## src/rtl/vospi_pkg.sv

```systemverilog
// Shared types, constants and the bytewise CRC-16-CCITT step for the VoSPI transmitter.
package vospi_pkg;

  localparam int          header_bytes_lp = 4;
  localparam logic [15:0] discard_id_lp   = 16'h0F00;
  localparam logic [15:0] crc_poly_lp     = 16'h1021;

  typedef enum logic [2:0] {
    IDLE  = 3'd0,
    HDR   = 3'd1,
    LOAD  = 3'd2,
    ARMED = 3'd3,
    SEND  = 3'd4,
    DISC  = 3'd5
  } state_e;

  // Unreflected CRC-16-CCITT, one byte per call, MSB of the byte first.
  function automatic logic [15:0] crc16_ccitt_byte(input logic [15:0] crc, input logic [7:0] data);
    logic [15:0] c;
    c = crc ^ {data, 8'h00};
    for (int i = 0; i < 8; i++) begin
      if (c[15]) begin
        c = {c[14:0], 1'b0} ^ crc_poly_lp;
      end else begin
        c = {c[14:0], 1'b0};
      end
    end
    return c;
  endfunction

endpackage

```

## src/rtl/vospi_tx_buffer.sv

```systemverilog
// One-line payload store: single-port RAM with synchronous write and registered read.
module vospi_tx_buffer #(
  parameter int depth_p  = 160,
  parameter int addr_w_p = 8
) (
  input  logic                clk_i,
  input  logic                reset_n_i,
  input  logic                we_i,
  input  logic [addr_w_p-1:0] addr_i,
  input  logic [7:0]          wdata_i,
  output logic [7:0]          rdata_o
);

  logic [7:0] mem_q [depth_p];
  logic [7:0] rdata_q;

  // Storage array; no reset so it maps onto RAM macros.
  always_ff @(posedge clk_i) begin
    if (we_i) begin
      mem_q[addr_i] <= wdata_i;
    end
  end

  // Registered read port.
  always_ff @(posedge clk_i or negedge reset_n_i) begin
    if (!reset_n_i) begin
      rdata_q <= 8'h00;
    end else begin
      rdata_q <= mem_q[addr_i];
    end
  end

  assign rdata_o = rdata_q;

endmodule

```

## src/rtl/vospi_packet_tx.sv

```systemverilog
// VoSPI packet transmitter: buffers one line, computes its CRC, shifts the packet out MSB first.
// Optional discard-packet generation in IDLE is built when VOSPI_DISCARD_EN is defined.
module vospi_packet_tx
  import vospi_pkg::*;
#(
  parameter int payload_bytes_p = 160,
  parameter int line_width_p    = 12
) (
  input  logic                    clk_i,
  input  logic                    reset_n_i,
  input  logic                    start_i,
  input  logic [line_width_p-1:0] line_id_i,
  input  logic [7:0]              data_i,
  input  logic                    valid_i,
  output logic                    ready_o,
  input  logic                    cs_n_i,
  input  logic                    shift_i,
  output logic                    miso_o,
  output logic                    busy_o,
  output logic                    done_o
);

  localparam int total_bits_lp = 8 * (header_bytes_lp + payload_bytes_p);
  localparam int bit_w_lp      = $clog2(total_bits_lp);
  localparam int byte_w_lp     = bit_w_lp - 3;
  localparam int addr_w_lp     = $clog2(payload_bytes_p);

  state_e                 state_q, state_d;
  logic [15:0]            id_q, id_d;
  logic [15:0]            crc_q, crc_d;
  logic [addr_w_lp-1:0]   byte_cnt_q, byte_cnt_d;
  logic [1:0]             hdr_cnt_q, hdr_cnt_d;
  logic [bit_w_lp-1:0]    bit_cnt_q, bit_cnt_d;
  logic [7:0]             sh_q, sh_d;
  logic                   miso_q, miso_d;
  logic                   ready_q, ready_d;
  logic                   busy_q, busy_d;
  logic                   done_q, done_d;

  logic [7:0]             hdr_byte_s;
  logic [byte_w_lp-1:0]   byte_idx_s, next_idx_s, rd_off_s;
  logic [addr_w_lp-1:0]   rd_addr_s, ram_addr_s;
  logic [7:0]             rd_data_s, next_byte_s;
  logic                   ram_we_s, bit_last_s, start_go_s;

`ifdef VOSPI_DISCARD_EN
  logic pend_q, pend_d;
  assign start_go_s = start_i | pend_q;
`else
  assign start_go_s = start_i;
`endif

  assign ram_we_s   = (state_q == LOAD) && valid_i && ready_q;
  assign ram_addr_s = (state_q == LOAD) ? byte_cnt_q : rd_addr_s;

  vospi_tx_buffer #(
    .depth_p  (payload_bytes_p),
    .addr_w_p (addr_w_lp)
  ) u_buffer (
    .clk_i     (clk_i),
    .reset_n_i (reset_n_i),
    .we_i      (ram_we_s),
    .addr_i    (ram_addr_s),
    .wdata_i   (data_i),
    .rdata_o   (rd_data_s)
  );

  // Byte pointer decode; the RAM address runs one byte ahead so rd_data_s is ready at the boundary.
  always_comb begin
    byte_idx_s = bit_cnt_q[bit_w_lp-1:3];
    next_idx_s = byte_idx_s + byte_w_lp'(1);
    rd_off_s   = byte_idx_s - byte_w_lp'(3);
    bit_last_s = (bit_cnt_q == bit_w_lp'(total_bits_lp - 1));
    if ((byte_idx_s >= byte_w_lp'(3)) && (rd_off_s < byte_w_lp'(payload_bytes_p))) begin
      rd_addr_s = addr_w_lp'(rd_off_s);
    end else begin
      rd_addr_s = '0;
    end
    if (next_idx_s == byte_w_lp'(1)) begin
      next_byte_s = id_q[7:0];
    end else if (next_idx_s == byte_w_lp'(2)) begin
      next_byte_s = crc_q[15:8];
    end else if (next_idx_s == byte_w_lp'(3)) begin
      next_byte_s = crc_q[7:0];
    end else begin
      next_byte_s = rd_data_s;
    end
    case (hdr_cnt_q)
      2'd0:    hdr_byte_s = {4'h0, id_q[11:8]};
      2'd1:    hdr_byte_s = id_q[7:0];
      default: hdr_byte_s = 8'h00;
    endcase
  end

  // Next-state and next-output logic for the packet FSM.
  always_comb begin
    state_d    = state_q;
    id_d       = id_q;
    crc_d      = crc_q;
    byte_cnt_d = byte_cnt_q;
    hdr_cnt_d  = hdr_cnt_q;
    bit_cnt_d  = bit_cnt_q;
    sh_d       = sh_q;
    done_d     = 1'b0;
    case (state_q)
      IDLE: begin
        sh_d      = 8'h00;
        bit_cnt_d = '0;
        if (start_go_s) begin
          state_d    = HDR;
          id_d       = start_i ? 16'(line_id_i) : id_q;
          crc_d      = 16'h0000;
          hdr_cnt_d  = 2'd0;
          byte_cnt_d = '0;
        end
`ifdef VOSPI_DISCARD_EN
        else if (!cs_n_i) begin
          state_d = DISC;
          sh_d    = discard_id_lp[15:8];
        end
`endif
        else begin
          state_d = IDLE;
        end
      end
      HDR: begin
        crc_d     = crc16_ccitt_byte(crc_q, hdr_byte_s);
        hdr_cnt_d = hdr_cnt_q + 2'd1;
        state_d   = (hdr_cnt_q == 2'd3) ? LOAD : HDR;
      end
      LOAD: begin
        if (valid_i && ready_q) begin
          crc_d      = crc16_ccitt_byte(crc_q, data_i);
          byte_cnt_d = byte_cnt_q + addr_w_lp'(1);
          if (byte_cnt_q == addr_w_lp'(payload_bytes_p - 1)) begin
            state_d    = ARMED;
            byte_cnt_d = '0;
            sh_d       = id_q[15:8];
          end else begin
            state_d = LOAD;
          end
        end else begin
          state_d = LOAD;
        end
      end
      ARMED: begin
        sh_d      = id_q[15:8];
        bit_cnt_d = '0;
        state_d   = cs_n_i ? ARMED : SEND;
      end
      SEND: begin
        if (cs_n_i) begin
          state_d   = ARMED;
          bit_cnt_d = '0;
          sh_d      = id_q[15:8];
        end else if (shift_i) begin
          if (bit_last_s) begin
            state_d   = IDLE;
            done_d    = 1'b1;
            bit_cnt_d = '0;
            sh_d      = 8'h00;
          end else begin
            bit_cnt_d = bit_cnt_q + bit_w_lp'(1);
            sh_d      = (bit_cnt_q[2:0] == 3'd7) ? next_byte_s : {sh_q[6:0], 1'b0};
          end
        end else begin
          state_d = SEND;
        end
      end
`ifdef VOSPI_DISCARD_EN
      // Discard body is all zeros after 0x0F, so a plain left shift produces it.
      DISC: begin
        id_d = start_i ? 16'(line_id_i) : id_q;
        if (cs_n_i) begin
          state_d   = IDLE;
          bit_cnt_d = '0;
          sh_d      = 8'h00;
        end else if (shift_i) begin
          if (bit_last_s) begin
            state_d   = IDLE;
            bit_cnt_d = '0;
            sh_d      = 8'h00;
          end else begin
            bit_cnt_d = bit_cnt_q + bit_w_lp'(1);
            sh_d      = {sh_q[6:0], 1'b0};
          end
        end else begin
          state_d = DISC;
        end
      end
`endif
      default: begin
        state_d = IDLE;
      end
    endcase
    ready_d = (state_d == LOAD);
    busy_d  = (state_d != IDLE);
    miso_d  = ((state_d == ARMED) || (state_d == SEND) || (state_d == DISC)) ? sh_d[7] : 1'b0;
  end

  // FSM state, datapath and registered outputs.
  always_ff @(posedge clk_i or negedge reset_n_i) begin
    if (!reset_n_i) begin
      state_q    <= IDLE;
      id_q       <= 16'h0000;
      crc_q      <= 16'h0000;
      byte_cnt_q <= '0;
      hdr_cnt_q  <= 2'd0;
      bit_cnt_q  <= '0;
      sh_q       <= 8'h00;
      miso_q     <= 1'b0;
      ready_q    <= 1'b0;
      busy_q     <= 1'b0;
      done_q     <= 1'b0;
    end else begin
      state_q    <= state_d;
      id_q       <= id_d;
      crc_q      <= crc_d;
      byte_cnt_q <= byte_cnt_d;
      hdr_cnt_q  <= hdr_cnt_d;
      bit_cnt_q  <= bit_cnt_d;
      sh_q       <= sh_d;
      miso_q     <= miso_d;
      ready_q    <= ready_d;
      busy_q     <= busy_d;
      done_q     <= done_d;
    end
  end

`ifdef VOSPI_DISCARD_EN
  // A start seen during a discard is held until the block is back in IDLE.
  always_comb begin
    if ((state_q == DISC) && start_i) begin
      pend_d = 1'b1;
    end else if (state_q == IDLE) begin
      pend_d = 1'b0;
    end else begin
      pend_d = pend_q;
    end
  end

  // Pending-start flag.
  always_ff @(posedge clk_i or negedge reset_n_i) begin
    if (!reset_n_i) begin
      pend_q <= 1'b0;
    end else begin
      pend_q <= pend_d;
    end
  end
`endif

  assign ready_o = ready_q;
  assign miso_o  = miso_q;
  assign busy_o  = busy_q;
  assign done_o  = done_q;

endmodule

```

## config.mk

```make
export PLATFORM = sky130hd
export DESIGN_NAME = vospi_packet_tx
export DESIGN_NICKNAME = d
export VERILOG_FILES = /design/src/rtl/vospi_pkg.sv /design/src/rtl/vospi_tx_buffer.sv /design/src/rtl/vospi_packet_tx.sv
export SDC_FILE = /design/constraint.sdc
export NUM_CORES = 2
export LEC_CHECK = 0
export BUFFER_PORTS_ARGS = -buffer_cell sky130_fd_sc_hd__buf_2
export CORE_MARGIN = 5
export CORE_UTILIZATION = 45
export DETAILED_ROUTE_END_ITERATION = 16
export PLACE_DENSITY = 0.59
export SLEW_MARGIN = 25
export SYNTH_ARGS = -nofsm -noshare
export SYNTH_HDL_FRONTEND = slang
export SYNTH_SLANG_ARGS = --single-unit
```

## constraint.sdc

```tcl
create_clock -name clk_i -period 4.6 [get_ports clk_i]
set_input_delay 0.23 -clock clk_i [delete_from_list [all_inputs] [get_ports clk_i]]
set_output_delay 0.23 -clock clk_i [all_outputs]
set_load 0.01 [all_outputs]
```

==> results.py <==
metrics = {
    "routing": {
        "wl_per_cell_um": 29.19,
        "wl_um": 165900,
        "drt_iter0_markers": 5443,
        "ant_nets": 0,
        "post_drt_via_cell_ratio": 6.361,
        "via_count": 36160,
        "drc": 0,
        "dr.pass1.iters": 11,
    },
    "critical_path": {
        "slowest_delay_ns": 0.58,
        "cp_top_family": "compound AO/OA/AOI/OAI gates",
        "cp-start-kind": "register",
        "worstPathArrival_ns": 5.15,
        "end_kind": "register",
        "cp.required_ns": 5.24,
        "crit_chain": "ha_1, or4_4, a2bb2oi_4, a221o_1, o21ai_4, buf_4, buf_12, a31oi_1, a2111oi_0, buf_4, o22a_1, o221ai_1, a221o_1",
        "critPathKind": "reg -> reg",
        "worstPathMaxFanout": 20,
        "path_buf_inv": 3,
        "crit_path_top_delay_cell": "a2111oi_0",
    },
    "finish": {
        "area_growth_pct": 15.95,
        "fillers": 9886,
        "fin_nets": 3980,
        "layout-drive-gt1-share_pct": 17.93,
        "stdcell_count": 5685,
        "fin_area_um2": 63730,
    },
    "yosys": {
        "yosysWarnings": 0,
        "netlist_area_um2": 54970,
        "synth_top_area_share_pct": 69.93,
        "synth_commonest_cells": "edfxtp_1 (1280), nand2_1 (336), o21ai_0 (227)",
        "yosysSeqAreaShare_pct": 73.21,
        "synth_area_leaders": "edfxtp_1 (70%), dfrtp_1 (3.3%), a22oi_1 (2.7%)",
        "synthFlopType": "edfxtp_1",
        "synth_edf_count": 1280,
        "synth.most_common_cell": "edfxtp_1",
        "synth_area_per_cell_um2": 14.72,
        "syn-num-nets": 3770,
        "synthArstFlopShare_pct": 5.325,
        "ys_types": 74,
        "synth_cells": 3734,
        "synth_top_area_cell": "edfxtp_1",
        "ys_seq_elements": 1352,
    },
    "power": {
        "leakagePower_nw": 20.38,
        "pwr-share-clk_pct": 35.8,
        "intPower_mw": 22.21,
        "p_seq_share_pct": 45.0,
        "peakVddDrop_v": 0.0004057,
        "power_density_nw_per_um2": 488.0,
        "p_switching_mw": 8.892,
        "p_comb_share_pct": 19.1,
        "finalPower_mw": 31.10,
        "swShare_pct": 28.59,
    },
    "sta": {
        "grt_setup_unrepaired": "yes",
        "relSlewSlack_pct": 30.60,
        "max_freq_ghz": 0.2221,
        "finalHoldViolCount": 0,
        "holdWs_ns": 0.04700,
        "min_period_over_period_pct": 97.90,
        "setup_viol": 0,
        "clock_skew_ns": 0.03136,
        "min_period_ns": 4.503,
        "slew_violations": 0,
        "worst-slew-pin-transition_ns": 1.025,
    },
    "cts": {
        "cts_tree": "done",
        "clkLatencyLatePin_ns": 0.77,
        "post_cts_buffers": 0,
        "cts_buffer_depth": 3,
        "htree_levels": 4,
        "cts_sinks": 1352,
        "cts_made_buffers": 142,
        "root_buffer": "clkbuf_16",
        "clk_pin_slew_ns": 0.06,
    },
    "grt": {
        "grt_pass1_vias": 34790,
        "grt_max_degree": 159,
        "use_met1_pct": 36.39,
        "antenna_found_initial": 3,
        "grt_use_total_pct": 25.06,
        "use_met3_pct": 5.415,
        "grt_remaining_overflow": 0,
        "busiest_layer": "met2",
        "grt_pass1_wl_um": 243500,
        "grtUsageMet2_pct": 38.14,
    },
    "floorplanning": {
        "start_util_pct": 45.22,
        "row_count": 128,
        "pin_count": 30,
        "die_w_um": 359.5,
        "die_y_um": 359.5,
        "coreArea_um2": 121600,
        "die_area_um2": 129200,
    },
    "placed_design": {
        "dpl.cell_count": 5388,
        "gp_congestion": 0.8695,
        "dp_hpwl_um": 99330,
        "port_buffers": 29,
        "dpl_cell_area_um2": 58810,
    },
    "worst_hold_path": {
        "holdCritPathClass": "in -> reg",
    },
    "outcome": {
        "status": "completed",
    },
    "job": {
        "cap_violations": 0,
    },
}
[registers in the layout, summed over array words and instances (netlist names)]
register          flops
bit_cnt_q            11
busy_o                1
byte_cnt_q            8
crc_q                16
done_o                1
hdr_cnt_q             2
id_q                 12
miso_o                1
ready_o               1
sh_q                  8
state_q               3
u_buffer.mem_q     1280
u_buffer.rdata_o      8
[cells by family (layout without fill, tap and decap cells)]
| kind of cell | count (synthesis) | after routing | share of synthesized area (%) |
|---|---|---|---|
| AOI/OAI and AO/OA | 1131 | 1131 | 14.75 |
| xor gates and xnor gates | 48 | 48 | 0.7648 |
| adders and majority gates | 10 | 10 | 0.2276 |
| buffers and inverters | 311 | 632 | 2.502 |
| DFF | 1352 | 1352 | 73.21 |
| muxes | 129 | 129 | 2.613 |
| other | 0 | 5 | 0 |
| and+or+nand+nor | 753 | 753 | 5.934 |
[cell usage in the layout, fill, tap and decap left out, types with 36 or more instances in the layout]
| master | netlist | routed |
|---|---|---|
| o21ai_0 | 227 | 226 |
| dfrtp_1 | 72 | 71 |
| edfxtp_1 | 1280 | 1280 |
| mux2_2 | 116 | 116 |
| a222oi_1 | 114 | 114 |
| a32oi_1 | 45 | 44 |
| clkbuf_16 | 0 | 143 |
| buf_4 | 16 | 259 |
| a22oi_1 | 198 | 198 |
| clkbuf_1 | 160 | 41 |
| dlygate4sd3_1 | 0 | 36 |
| nor4_1 | 39 | 37 |
| buf_12 | 0 | 44 |
| nor2_1 | 225 | 219 |
| nand3_1 | 60 | 60 |
| nand2_1 | 336 | 335 |
| a21oi_1 | 79 | 77 |
| a31oi_1 | 212 | 212 |
| a31o_2 | 36 | 36 |
| a221oi_1 | 38 | 38 |
[power groups by stage]
stage          clock network, mW  logic [mW]  registers [mW]
2_1_floorplan                  0        3.34            14.1
3_3_place_gp                   0        5.71            14.3
3_5_place_dp                   0        5.73            14.3
4_1_cts                     11.3        5.86            14.0
5_1_grt                     11.8        6.29            14.0
6_report                    11.1        5.94            14.0
[area by class of cell]
class	count	area, um2	area share [%]
inverter	9	33.78	0.05301
clock inverter	61	590.6	0.9266
sequential	1352	40240	63.14
multi-input combinational	2071	13560	21.28
timing repair buffer	368	3387	5.314
tap	1625	2033	3.190
antenna	5	12.51	0.01963
clock buffer	194	3870	6.072
[stage by stage]
stage | setup WS [ns] | TNS [ns] | utilization, %
final | 0.09667 | 0 | 52.43
after global placement | -0.003693 | -0.003693 | 48.37
after global routing | -0.02287 | -0.3217 | 52.42
after floorplan | 0.8665 | 0 | -
after detailed placement | -0.01060 | -0.01060 | 48.38
after CTS | 0.02605 | 0 | 52.37
[layer usage]
metal	vias up	share of wire, %
met3	298	9.8
met5	-	0
met2	2023	45
li1	15500	-
met4	0	3.0
met1	18350	42
[final timing paths]
check	startpoint	end	slack, ns	cells after the start
worst min register to register	sh_q[7]	sh_q[7]	0.49	1
worst min-delay path	data_i[3]	u_buffer.mem_q[63][3]	0.05	1
min in group asynchronous	reset_n_i	state_q[2]	0.49	4
worst max register to register	bit_cnt_q[3]	u_buffer.rdata_o[2]	0.1	13
max in group asynchronous	reset_n_i	bit_cnt_q[3]	3.41	4
worst max-delay path	bit_cnt_q[3]	u_buffer.rdata_o[2]	0.1	13
[what timing repair did]
action,in CTS,in global routing
endpoints found under the hold margin,368,0
cloned,0,0
resized for setup,2,11
hold buffers,37,0
endpoints found under the setup margin,4,58
(Power assumes the default switching activity.)
